==> src/rtl/gpio_controller.sv <==
// APB slave with a GPIO direction register (CONTROL) and output data register (DATA).
// Zero-wait-state transfers complete in the first access cycle; byte lanes 0/1 map to storage.
module gpio_controller #(
  parameter int unsigned DATA_WIDTH = 32,
  parameter int unsigned ADDR_WIDTH = 32,
  parameter int unsigned GPIO_WIDTH = 9
) (
  input  logic                  PCLK,
  input  logic                  PRESETn,
  input  logic [ADDR_WIDTH-1:0] PADDR,
  input  logic                  PWRITE,
  input  logic                  PSEL,
  input  logic [DATA_WIDTH-1:0] PWDATA,
  input  logic [3:0]            PSTRB,
  input  logic                  PENABLE,
  output logic [DATA_WIDTH-1:0] PRDATA,
  output logic                  GPIO_PREADY,
  output logic [1:0]            State,
  output logic [GPIO_WIDTH-1:0] GPIO_CONTROL,
  output logic [GPIO_WIDTH-1:0] GPIO_DATA,
  output logic                  PSLVERR
);

  typedef enum logic [1:0] {
    StIdle   = 2'b00,
    StSetup  = 2'b01,
    StAccess = 2'b10
  } apb_state_e;

  apb_state_e            state_q, state_d;
  logic [GPIO_WIDTH-1:0] ctrl_q, ctrl_d;
  logic [GPIO_WIDTH-1:0] data_q, data_d;
  logic [GPIO_WIDTH-1:0] wr_mask;
  logic [GPIO_WIDTH-1:0] rd_reg;
  logic                  addr_valid;
  logic                  sel_ctrl;
  logic                  access;
  logic                  err;
  logic                  wr_en;
  logic                  unused_bits;

  assign unused_bits = ^{PWDATA[DATA_WIDTH-1:GPIO_WIDTH], PSTRB[3:2]};

  always_comb begin
    state_d = StIdle;
    if (PSEL) begin
      state_d = PENABLE ? StAccess : StSetup;
    end
    // The unused 11 encoding falls back to IDLE for one cycle.
    if (!(state_q inside {StIdle, StSetup, StAccess})) begin
      state_d = StIdle;
    end
  end

  assign addr_valid = (PADDR[ADDR_WIDTH-1:2] == '0) && !PADDR[1];
  assign sel_ctrl   = PADDR[0];
  // Only the first access cycle completes; reset suppresses every response.
  assign access     = !PRESETn && PSEL && PENABLE && (state_q == StSetup);
  assign err        = !addr_valid || (PWRITE && (PSTRB[1:0] == 2'b00));
  assign wr_en      = access && PWRITE && !err;

  always_comb begin
    wr_mask = '0;
    for (int i = 0; i < int'(GPIO_WIDTH); i++) begin
      wr_mask[i] = (i < 8) ? PSTRB[0] : PSTRB[1];
    end
  end

  always_comb begin
    ctrl_d = ctrl_q;
    data_d = data_q;
    if (wr_en) begin
      if (sel_ctrl) begin
        ctrl_d = (ctrl_q & ~wr_mask) | (PWDATA[GPIO_WIDTH-1:0] & wr_mask);
      end else begin
        data_d = (data_q & ~wr_mask) | (PWDATA[GPIO_WIDTH-1:0] & wr_mask);
      end
    end
  end

  always_ff @(posedge PCLK) begin
    if (PRESETn) begin
      state_q <= StIdle;
      ctrl_q  <= '0;
      data_q  <= '0;
    end else begin
      state_q <= state_d;
      ctrl_q  <= ctrl_d;
      data_q  <= data_d;
    end
  end

  always_comb begin
    rd_reg = '0;
    if (access && !PWRITE && !err) begin
      rd_reg = sel_ctrl ? ctrl_q : data_q;
    end
  end

  assign PRDATA       = {{(DATA_WIDTH - GPIO_WIDTH){1'b0}}, rd_reg};
  assign GPIO_PREADY  = access;
  assign PSLVERR      = access && err;
  assign State        = state_q;
  assign GPIO_CONTROL = ctrl_q;
  assign GPIO_DATA    = data_q;

endmodule

==> config.mk <==
export PLATFORM = sky130hd
export DESIGN_NAME = gpio_controller
export DESIGN_NICKNAME = d
export VERILOG_FILES = /design/src/rtl/gpio_controller.sv
export SDC_FILE = /design/constraint.sdc
export NUM_CORES = 1
export LEC_CHECK = 0
export CORE_MARGIN = 5
export CORE_UTILIZATION = 33
export DETAILED_ROUTE_END_ITERATION = 10
export MAX_ROUTING_LAYER = met4
export PLACE_DENSITY = 0.92
export RECOVER_POWER = 100
export SKIP_CTS_REPAIR_TIMING = 1
export SYNTH_ARGS = -nofsm -noshare
export SYNTH_HDL_FRONTEND = slang
export SYNTH_SLANG_ARGS = --single-unit
==> constraint.sdc <==
create_clock -name PCLK -period 3.8 [get_ports PCLK]
set_input_delay 0.57 -clock PCLK [delete_from_list [all_inputs] [get_ports PCLK]]
set_output_delay 0.57 -clock PCLK [all_outputs]
set_load 0.01 [all_outputs]
# ---- After elaboration in Yosys (flattened, before gate mapping)
# Cells that the tools add are included.
dict set report word_totals {
  register_bits 20
  output_inout_bits 54
  wordCells 40
}
dict set report classes {
  eq_ne 2
  muxes 3
  bitwise 9
  reduce_logical 23
}
# op n
set op_table {}
lappend op_table {{logical NOT 30 bit} 1}
lappend op_table {{AND 9 bit} 3}
lappend op_table {{two-way mux 9 bit} 2}
lappend op_table {{bitwise OR 9 bit} 2}
lappend op_table {{logical AND 1 bit} 10}
lappend op_table {{inverter 9 bit} 1}
lappend op_table {{logical NOT 1 bit} 5}
lappend op_table {{logical NOT 2 bit} 2}
lappend op_table {{AND reduction 2 bit} 2}
lappend op_table {{inverter 1 bit} 3}
lappend op_table {{nonzero test 3 bit} 1}
lappend op_table {{OR reduction 3 bit} 1}
lappend op_table {{== test 2 x 1 -> 1 bit (second input constant)} 1}
lappend op_table {{== test 2 bit (second input constant)} 1}
lappend op_table {{two-way mux 2 bit} 1}
lappend op_table {{logical OR 1 bit} 1}

# ---- Depth between registers and ports, before layout
dict set report depth {
  word_depth 7
  depth_mapped 5
}

# ---- Worst setup path before layout
# No wires, ideal clock.
dict set report synth_timing {
  path_kind {input port to output port}
  start {in PADDR[5]}
  end {out PRDATA[0]}
  arrival_ns 1.969
  t_required_ns 3.230
  setup_slack_ns 1.261
  path_stages 5
  n_path_buf 1
  path_cell_list {nor4_1 > nand4_2 > or4_1 > buf_2 > nor2_1}
}
dict set report synth_between {
  elab_chain_len 7
}
# element line
set synth_lines {}
lappend synth_lines {{start: declaration} 10} ;# input logic [ADDR_WIDTH-1:0] PADDR,
lappend synth_lines {{logical NOT 30 bit} 55} ;# assign addr_valid = (PADDR[ADDR_WIDTH-1:2] == '0) && !PADDR[1];
lappend synth_lines {{logical AND 1 bit} 55}
lappend synth_lines {{logical NOT 1 bit} 59} ;# assign err = !addr_valid || (PWRITE && (PSTRB[1:0] == 2'b00));
lappend synth_lines {{logical OR 1 bit} 59}
lappend synth_lines {{logical NOT 1 bit} 95} ;# if (access && !PWRITE && !err) begin
lappend synth_lines {{logical AND 1 bit} 95}
lappend synth_lines {{two-way mux 9 bit} 95}
lappend synth_lines {{end: declaration} 16} ;# output logic [DATA_WIDTH-1:0] PRDATA,
# No other way between the ends.

# ---- Worst setup path after layout
dict set report layout_timing {
  start {in PADDR[30]}
  end {out PRDATA[7]}
}
# The elaborated chain is that of the path after synthesis.

==> impl_metrics.tcl <==
set metrics [dict create \
    outcome "completed" \
    antenna_found_initial 0 \
    gp_congestion 0.804 \
    path_cells "clkdlybuf4s50_1, nor4_4, o311ai_0, or4_1, nor2_1, clkdlybuf4s50_1" \
    async_flop_share_pct 0 \
    antenna_left 0 \
    first_pass_iters 4 \
    core_area_um2 4000 \
    synth-seq-area-share_pct 29.5 \
    hold_violations 0 \
    required_ns 3.23 \
    place_ws_ns 0.193 \
    via_count 1264 \
    gr-total-overflow 0 \
    numPortBuffers 78 \
    wl_um 3730 \
    cts_buffer_depth 2 \
    p_per_area_nw_per_um2 237 \
    n_antenna_cell 0 \
    ys_ff_latch 20 \
    skew_ns 0.00598 \
    netlist.area_leader.share_pct 29.5 \
    setup_slack_ns 0.185 \
    post-route-min-period_ns 3.62 \
    leakage_nw 0.897 \
    grt_max_degree 29 \
    cp_common_cell "clkdlybuf4s50_1" \
    ir_drop_mv 0.146 \
    worstPathArrival_ns 3.05 \
    synth_enable_flop_cells 0 \
    grt_usage_pct 13.6 \
    cp-start-kind "input pin" \
    first_iter_violations 17 \
    grt_pass1_wl_um 5680 \
    fin_nets 300 \
    slew-limit-headroom_pct 18.9 \
    rsz0062_at_grt "no" \
    clock_latency_ns 0.26 \
    synth.largest_area_cell "dfxtp_1" \
    synth_cells 148 \
    die_area_um2 5490 \
    ys_types 28 \
    cts.clk_slew.worst_paths_ns 0.08 \
    setup_violations 0 \
    post_drt_wl_per_cell_um 13.5 \
    pin_count 127 \
    maxCapViolCount 0 \
    crit_family "simple AND/OR/NAND/NOR gates" \
    cts_tree "done" \
    cp_slowest_cell "or4_1" \
    cts_buffers 3 \
    maxSlewViolCount 0 \
    worst_pin_slew_ns 1.21 \
    synth.avg_cell_area_um2 9.16 \
    fin_crit_sh_pct 95.1 \
    drive_gt1_share_pct 4.42 \
    drc 0 \
    dieWidth_um 74.1 \
    hold_path_class "reg -> reg" \
    ys_top_cells_by_count "mux2i_1, nand2b_1, buf_4" \
    setup_tns_ns 0 \
    rows 23 \
    yosys_most_used_dff "dfxtp_1" \
    vias_per_cell 4.58 \
    critPathKind "in -> out" \
    syn-cell-area_um2 1360 \
    cp_slowest_stage_delay_ns 0.79 \
    chipHeight_um 74.1 \
    ys_warn_count 0 \
    start_util_pct 33.9 \
    cts_max_level 1 \
    synth.top_cells.by_area "dfxtp_1, mux2i_1, buf_4, nand2b_1, nor4_1" \
    cts.sinks 20 \
    cp.buffers_inverters 2 \
    worstPathMaxFanout 9 \
    cts_root_buf "clkbuf_8" \
    dp_hpwl_um 3080 \
    end_kind "output port" \
    first_global_vias 1246 \
    fillers 361 \
    area_growth_pct 58.2 \
    fmax_mhz 277 \
]
-- metrics by stage --
step | area (um2) | hold WS, ns | power [mW] | std cells | utilization, %
after floorplan | 1440 | 0.504 | 0.265 | 170 | -
after global placement | 2100 | 0.478 | 0.305 | 272 | 52.5
after detailed placement | 2100 | 0.483 | 0.306 | 272 | 52.5
after CTS | 2170 | 0.496 | 0.514 | 276 | 54.3
after global routing | 2140 | 0.516 | 0.529 | 276 | 53.6
final | 2140 | 0.490 | 0.508 | 276 | 53.6
-- cell type report --
| cell class | instances | area, um2 | area share, % |
|---|---|---|---|
| multi-input combinational | 120 | 810 | 37.8 |
| clock buffer | 3 | 41.3 | 1.93 |
| timing repair buffer | 81 | 796 | 37.1 |
| inverter | 1 | 3.75 | 0.175 |
| clock inverter | 1 | 30.0 | 1.40 |
| tap | 50 | 62.6 | 2.92 |
| sequential | 20 | 400 | 18.7 |
-- power breakdown --
part	total (mW)	switching, mW	internal [mW]
Combinational	0.0881	0.0336	0.0545
Sequential	0.211	0.00112	0.210
Clock	0.209	0.0682	0.140
Total	0.508	0.103	0.405
-- logic make-up (layout without fill, tap and decap cells) --
| kind of cell | count (synthesis) | after routing | synth area share (%) |
|---|---|---|---|
| other cells | 1 | 23 | 0.277 |
| mux | 27 | 27 | 19.9 |
| buf+inv | 30 | 86 | 15.3 |
| flops | 20 | 20 | 29.5 |
| compound gates | 3 | 3 | 2.49 |
| simple gates | 67 | 67 | 32.4 |
-- cells in the final DEF (no fill, tap or decap), types with 3 or more instances in the layout --
master | Yosys | layout
clkdlybuf4s50_1 | 0 | 55
nor2_1 | 11 | 11
clkbuf_8 | 0 | 3
nand3_1 | 3 | 3
conb_1 | 1 | 23
dlygate4sd3_1 | 0 | 23
and3_1 | 3 | 3
mux2i_1 | 27 | 27
nand2_1 | 3 | 3
nor4_1 | 7 | 7
nand2b_1 | 27 | 27
dfxtp_1 | 20 | 20
-- worst reg2reg max path, stage by stage (launching register included) --
cell      delay, ns
dfxtp_1        0.33
and4bb_1       0.38
nand3_1        0.12
nor4_2         0.92
mux2i_1        0.28
-- final timing paths --
check | startpoint | end | cells after the start | slack, ns
max reg2reg | State[1]$_SDFF_PP0_ | register | 4 | 1.71
max | PADDR[30] | PRDATA[7] | 6 | 0.18
min | register | register | 2 | 0.49
min reg2reg | register | register | 2 | 0.49
-- routing by layer --
metal  track usage (%)  vias up  wire length (um)
li1                  -      621                 -
met1              13.8      583              1360
met2              25.9       58              1900
met3              3.65        2               446
met4              3.02        0                13
met5                 -        -                 0
No activity file was read; power rests on OpenSTA's default activity.
==> RTL edit 1, RTL diff (same flow settings) <==
Put a register stage on the output `PSLVERR`, without a reset. The value now appears one clock later. The other outputs are not delayed to match.
--- a/src/rtl/gpio_controller.sv
+++ b/src/rtl/gpio_controller.sv
@@ -100,5 +100,7 @@
   assign PRDATA       = {{(DATA_WIDTH - GPIO_WIDTH){1'b0}}, rd_reg};
   assign GPIO_PREADY  = access;
-  assign PSLVERR      = access && err;
+  always_ff @(posedge PCLK) begin
+    PSLVERR <= access && err;
+  end
   assign State        = state_q;
   assign GPIO_CONTROL = ctrl_q;
Formal check against the unedited RTL: not equivalent (a bounded check fails within 4 cycles, from zero or initial values and one cycle with PRESETn high).
==> RTL edit 1 against the unedited design <==
Routed wire length is 2.8% higher. Sequential cell count increased by 1. Setup slack gained 51 ps. Total power shrank 11%. Area after synthesis is 1.5% higher. Cell count is 0.36% higher. Design area rose by 0.29%. Clock skew is 3.5 ps lower. Critical endpoint is now PRDATA[5]. Largest cell class unchanged.
==> RTL edit 1: results (changes against the unedited design) <==
| Metric | Value |
|---|---|
| Peak supply drop | `178.6 µV (+22%)` |
| CP Max Fanout | `9 (unchanged)` |
| All-layer global routing usage | `0.1403 (+0.003917)` |
| Synth unique cells | `28 (unchanged)` |
| Synth Area in XOR/XNOR | `0 (unchanged)` |
| Switching Fraction | `0.2302 (+0.02767)` |
| First-pass GRT wire length | `5.920 mm (+4.3%)` |
| Via-per-instance ratio | `4.545 (-0.76%)` |
| Num CTS Buffers | `3 (unchanged)` |
| Cells after DPL | `273 (+0.37%)` |
| CTS Buffer Depth | `2 (unchanged)` |
| Async SR Flop Fraction | `0 (unchanged)` |
| Worst r2r src | `State[1]` |
| # fillers | `383 (+6.1%)` |
| FF-to-FF path depth | `4 (unchanged)` |
| Drt pass-1 iters | `5 (+1)` |
| Clk_lat worst skew | `250 ps` |
| Worst Path Arrival | `2990 ps (-60 ps)` |
| Leak | `0.0009256 µW (+3.2%)` |
| Routed len/inst | `13.83 µm (+2.4%)` |
| Worst-margin pin slew | `1155 ps (-50.56 ps)` |
| Port bufs | `78 (unchanged)` |
| DP Worst Slack | `143.5 ps (-49.57 ps)` |
| Ys Warns | `0 (unchanged)` |
| Wire length on met3 | `466 µm (+4.5%)` |
| Critical Path Start | `PADDR[6]` |
| Critical path's top delay family | `simple AND/OR/NAND/NOR gates` |
| Sequential share of the synthesized area | `0.3057 (+0.01026)` |
| Proportion of synthesized area in mux cells | `0.1965 (-0.002904)` |
| H-tree lvl count | `1 (unchanged)` |
| Delay of the slowest critical-path stage | `640 ps (-150 ps)` |
| Placer Congestion | `0.7371 (-8.3%)` |
| Worst R2R Setup Slack | `1750 ps (+40 ps)` |
| Antenna diodes | `0 (unchanged)` |
| Initial DRC Count | `36 (+19)` |
| Synth top area cells | `dfxtp_1 (31%), mux2i_1 (20%), buf_4 (13%)` |
| Highest metal used | `met4` |
| Worst Hold Class | `flop to flop` |
| Met3 Use GR | `0.03243 (-0.004054)` |
| Post-synthesis compound-gate area fraction | `0.02457 (-0.0003630)` |
| Hold path depth | `2 (unchanged)` |
| Grt met1 use | `0.1465 (+0.008296)` |
| Status | `finished, final reports clean` |
| Metal-1 WL | `1.337 mm (-1.8%)` |
| Avg Cell Area, Syn | `9.229 µm² (+0.80%)` |
| Detailed Place HPWL | `3.177 mm (+3.1%)` |
| Largest net degree at the start of global routing | `29 (unchanged)` |
| Primary FF master, synth | `dfxtp_1` |
| Antenna violations before repair | `0 (unchanged)` |
| Nets | `301 (+0.33%)` |
| Hold Slack | `489.0 ps (-0.9230 ps)` |
| Total number of vias | `1,259 (-0.40%)` |
| CP max-delay cell | `or4_4` |
| GRT met2 Usage | `0.2683 (+0.009434)` |
| Layout cells sized above 1 | `0.05286 (+0.008616)` |
| Post-DRT Antenna Nets | `0 (unchanged)` |
| CTS Root Buffer Type | `clkbuf_8` |
| Clk_skew | `2.514 ps (-3.462 ps)` |
| Met2 WL | `2.013 mm (+5.8%)` |
| Commonest cells in the netlist | `mux2i_1 (27), nand2b_1 (27), buf_4 (23), dfxtp_1 (21), nor2_1 (11)` |
RTL edit 1: cell type report:
| class | instances | area [µm²] | area share |
|---|---|---|---|
| clock buffers | 3 | 41.29 | 0.01921 |
| clock inverters | 1 | 5.005 | 0.002328 |
| inverters | 1 | 3.754 | 0.001746 |
| multi-input cells | 120 | 820.8 | 0.3818 |
| flip-flops and latches | 21 | 420.4 | 0.1956 |
| well taps | 50 | 62.56 | 0.02910 |
| repair buffers | 81 | 795.8 | 0.3702 |
RTL edit 1: how the worst max path moves through the flow:
| stage | to | slack [ps] |
|---|---|---|
| after floorplan | PRDATA[0] | 1260 |
| after global placement | PRDATA[8] | 220 |
| after detailed placement | PRDATA[5] | 140 |
| after CTS | PRDATA[7] | 150 |
| after global routing | PRDATA[8] | 100 |
| final | PRDATA[5] | 240 |
RTL edit 1: power by group through the flow:
stage	Clock, µW	Sequential, µW	Combinational, µW
CTS	148	222	89.8
detailed placement	0	227	89.8
floorplan	0	227	48.2
finish	141	222	88.6
global placement	0	227	88.0
global route	156	222	95.3
==> RTL edit 2, RTL diff (same flow settings) <==
Without the edit above. `DATA_WIDTH`: 32 -> 36.
--- a/src/rtl/gpio_controller.sv
+++ b/src/rtl/gpio_controller.sv
@@ -2,5 +2,5 @@
 // Zero-wait-state transfers complete in the first access cycle; byte lanes 0/1 map to storage.
 module gpio_controller #(
-  parameter int unsigned DATA_WIDTH = 32,
+  parameter int unsigned DATA_WIDTH = 36,
   parameter int unsigned ADDR_WIDTH = 32,
   parameter int unsigned GPIO_WIDTH = 9
Interface: changed (resized PRDATA and PWDATA); port bits go from 127 to 135. The function was not compared with the original's and may differ.
==> RTL edit 2 against the unedited design <==
Setup slack better by 48 ps. Routed wire length up 5.3%. Total power up 0.40%. Design area up 1.2%. Clock skew up 1.6 ps. Core utilization up 0.27 points. Sequential power about the same. Synthesized cell count up 2.7%. Via count up 1.1%. First-iteration DRC count up 47%. Sequential cell count unchanged. Area after synthesis up 2.2%. Highest routed layer unchanged.
==> RTL edit 2: results (changes against the unedited design) <==
| Metric | Value |
|---|---|
| Gate power share | `0.179 (+0.006)` |
| Reg clk slew, reported paths | `80 ps (about the same)` |
| Worst r2r src | `State[1]` |
| Detailed Place HPWL | `3.283 mm (+6.6%)` |
| Largest net degree at the start of global routing | `29 (unchanged)` |
| Total number of vias | `1,278 (+1.1%)` |
| Hold path depth | `2 (unchanged)` |
| Cells after DPL | `276 (+1.5%)` |
| Nets | `308 (+2.7%)` |
| H-tree lvl count | `1 (unchanged)` |
| Grt met1 use | `0.1560 (+0.01784)` |
| CP Max Fanout | `9 (unchanged)` |
| GRT met2 Usage | `0.2624 (+0.003581)` |
| Worst Hold Class | `flop to flop` |
| Routed len/inst | `14.01 µm (+3.8%)` |
| Normalized max-slew margin | `0.2317 (+0.04218)` |
| CP max-delay cell | `or4_4` |
| Synth unique cells | `28 (unchanged)` |
| Critical path's top delay family | `simple AND/OR/NAND/NOR gates` |
| Wire length on met3 | `377 µm (-15%)` |
| CTS Buffer Depth | `2 (unchanged)` |
| Drt pass-1 iters | `4 (unchanged)` |
| Post-Route WL | `3.922 mm (+5.3%)` |
| All-layer global routing usage | `0.1425 (+0.006087)` |
| Num CTS Buffers | `3 (unchanged)` |
| Highest metal used | `met4` |
| CP Capture Point | `PRDATA[1]` |
| Leak | `0.0009438 µW (+5.2%)` |
| Sw power | `104.6 µW (+1.6%)` |
| Peak supply drop | `167.6 µV (+15%)` |
| Metal-1 WL | `1.431 mm (+5.1%)` |
| Commonest cells in the netlist | `buf_4 (27), mux2i_1 (27), nand2b_1 (27), dfxtp_1 (20), nor2_1 (11)` |
| Clock power frac | `0.406 (-0.005)` |
| Antenna diodes | `0 (unchanged)` |
| CTS Root Buffer Type | `clkbuf_8` |
| Sequential share of the synthesized area | `0.2891 (-0.006406)` |
| Status | `finished, final reports clean` |
| Placer Congestion | `0.7666 (-4.6%)` |
| Delay of the slowest critical-path stage | `670 ps (-120 ps)` |
| Worst Path Arrival | `3000 ps (-50 ps)` |
| Met2 WL | `2.070 mm (+8.8%)` |
| Post-Syn Instances | `152 (+2.7%)` |
| Port bufs | `78 (unchanged)` |
| Antenna violations before repair | `0 (unchanged)` |
| Worst R2R Setup Slack | `1750 ps (+40 ps)` |
| Synth top area cells | `dfxtp_1 (29%), mux2i_1 (20%), buf_4 (15%)` |
| Met3 Use GR | `0.02670 (-0.009784)` |
| Clk_lat worst skew | `250 ps` |
| First-pass GRT wire length | `6.044 mm (+6.4%)` |
| Ys Warns | `0 (unchanged)` |
| Critical Path Start | `PADDR[26]` |
| FF-to-FF path depth | `4 (unchanged)` |
| Async SR Flop Fraction | `0 (unchanged)` |
| Initial DRC Count | `25 (+8)` |
| Clk_skew | `7.585 ps (+1.608 ps)` |
| Layout cells sized above 1 | `0.05217 (+0.007926)` |
-- RTL edit 2: layout make-up --
cell class	count	area (µm²)
clock buffers	3	41.29
clock inverters	1	30.03
fillers	386	1859
inverters	1	3.754
multi-input cells	124	835.8
flip-flops and latches	20	400.4
well taps	50	62.56
repair buffers	81	795.8
-- RTL edit 2: kinds of logic after synthesis --
family	Yosys count	share of synthesized area
compound gates	3	0.02440
mux	27	0.1951
flops	20	0.2891
other cells	1	0.002707
simple gates	67	0.3171
buf+inv	34	0.1716
-- RTL edit 2: metrics by stage --
step	setup WS (ps)	hold WS (ps)	power (µW)	instance area, µm²
finish	232.6	486.5	510.1	2170
detailed placement	58.48	483.9	308.6	2115
floorplan	1261	503.8	269.5	1483
global route	78.82	522.0	529.5	2170
global placement	149.4	476.8	305.9	2115
CTS	54.77	494.9	516.5	2186
-- RTL edit 2: worst reg2reg max path, cell delays in order (launching register included) --
cell and delay, ps:
dfxtp_1 320, and4bb_1 390, nand3_1 130, nor4_2 870, mux2i_1 270
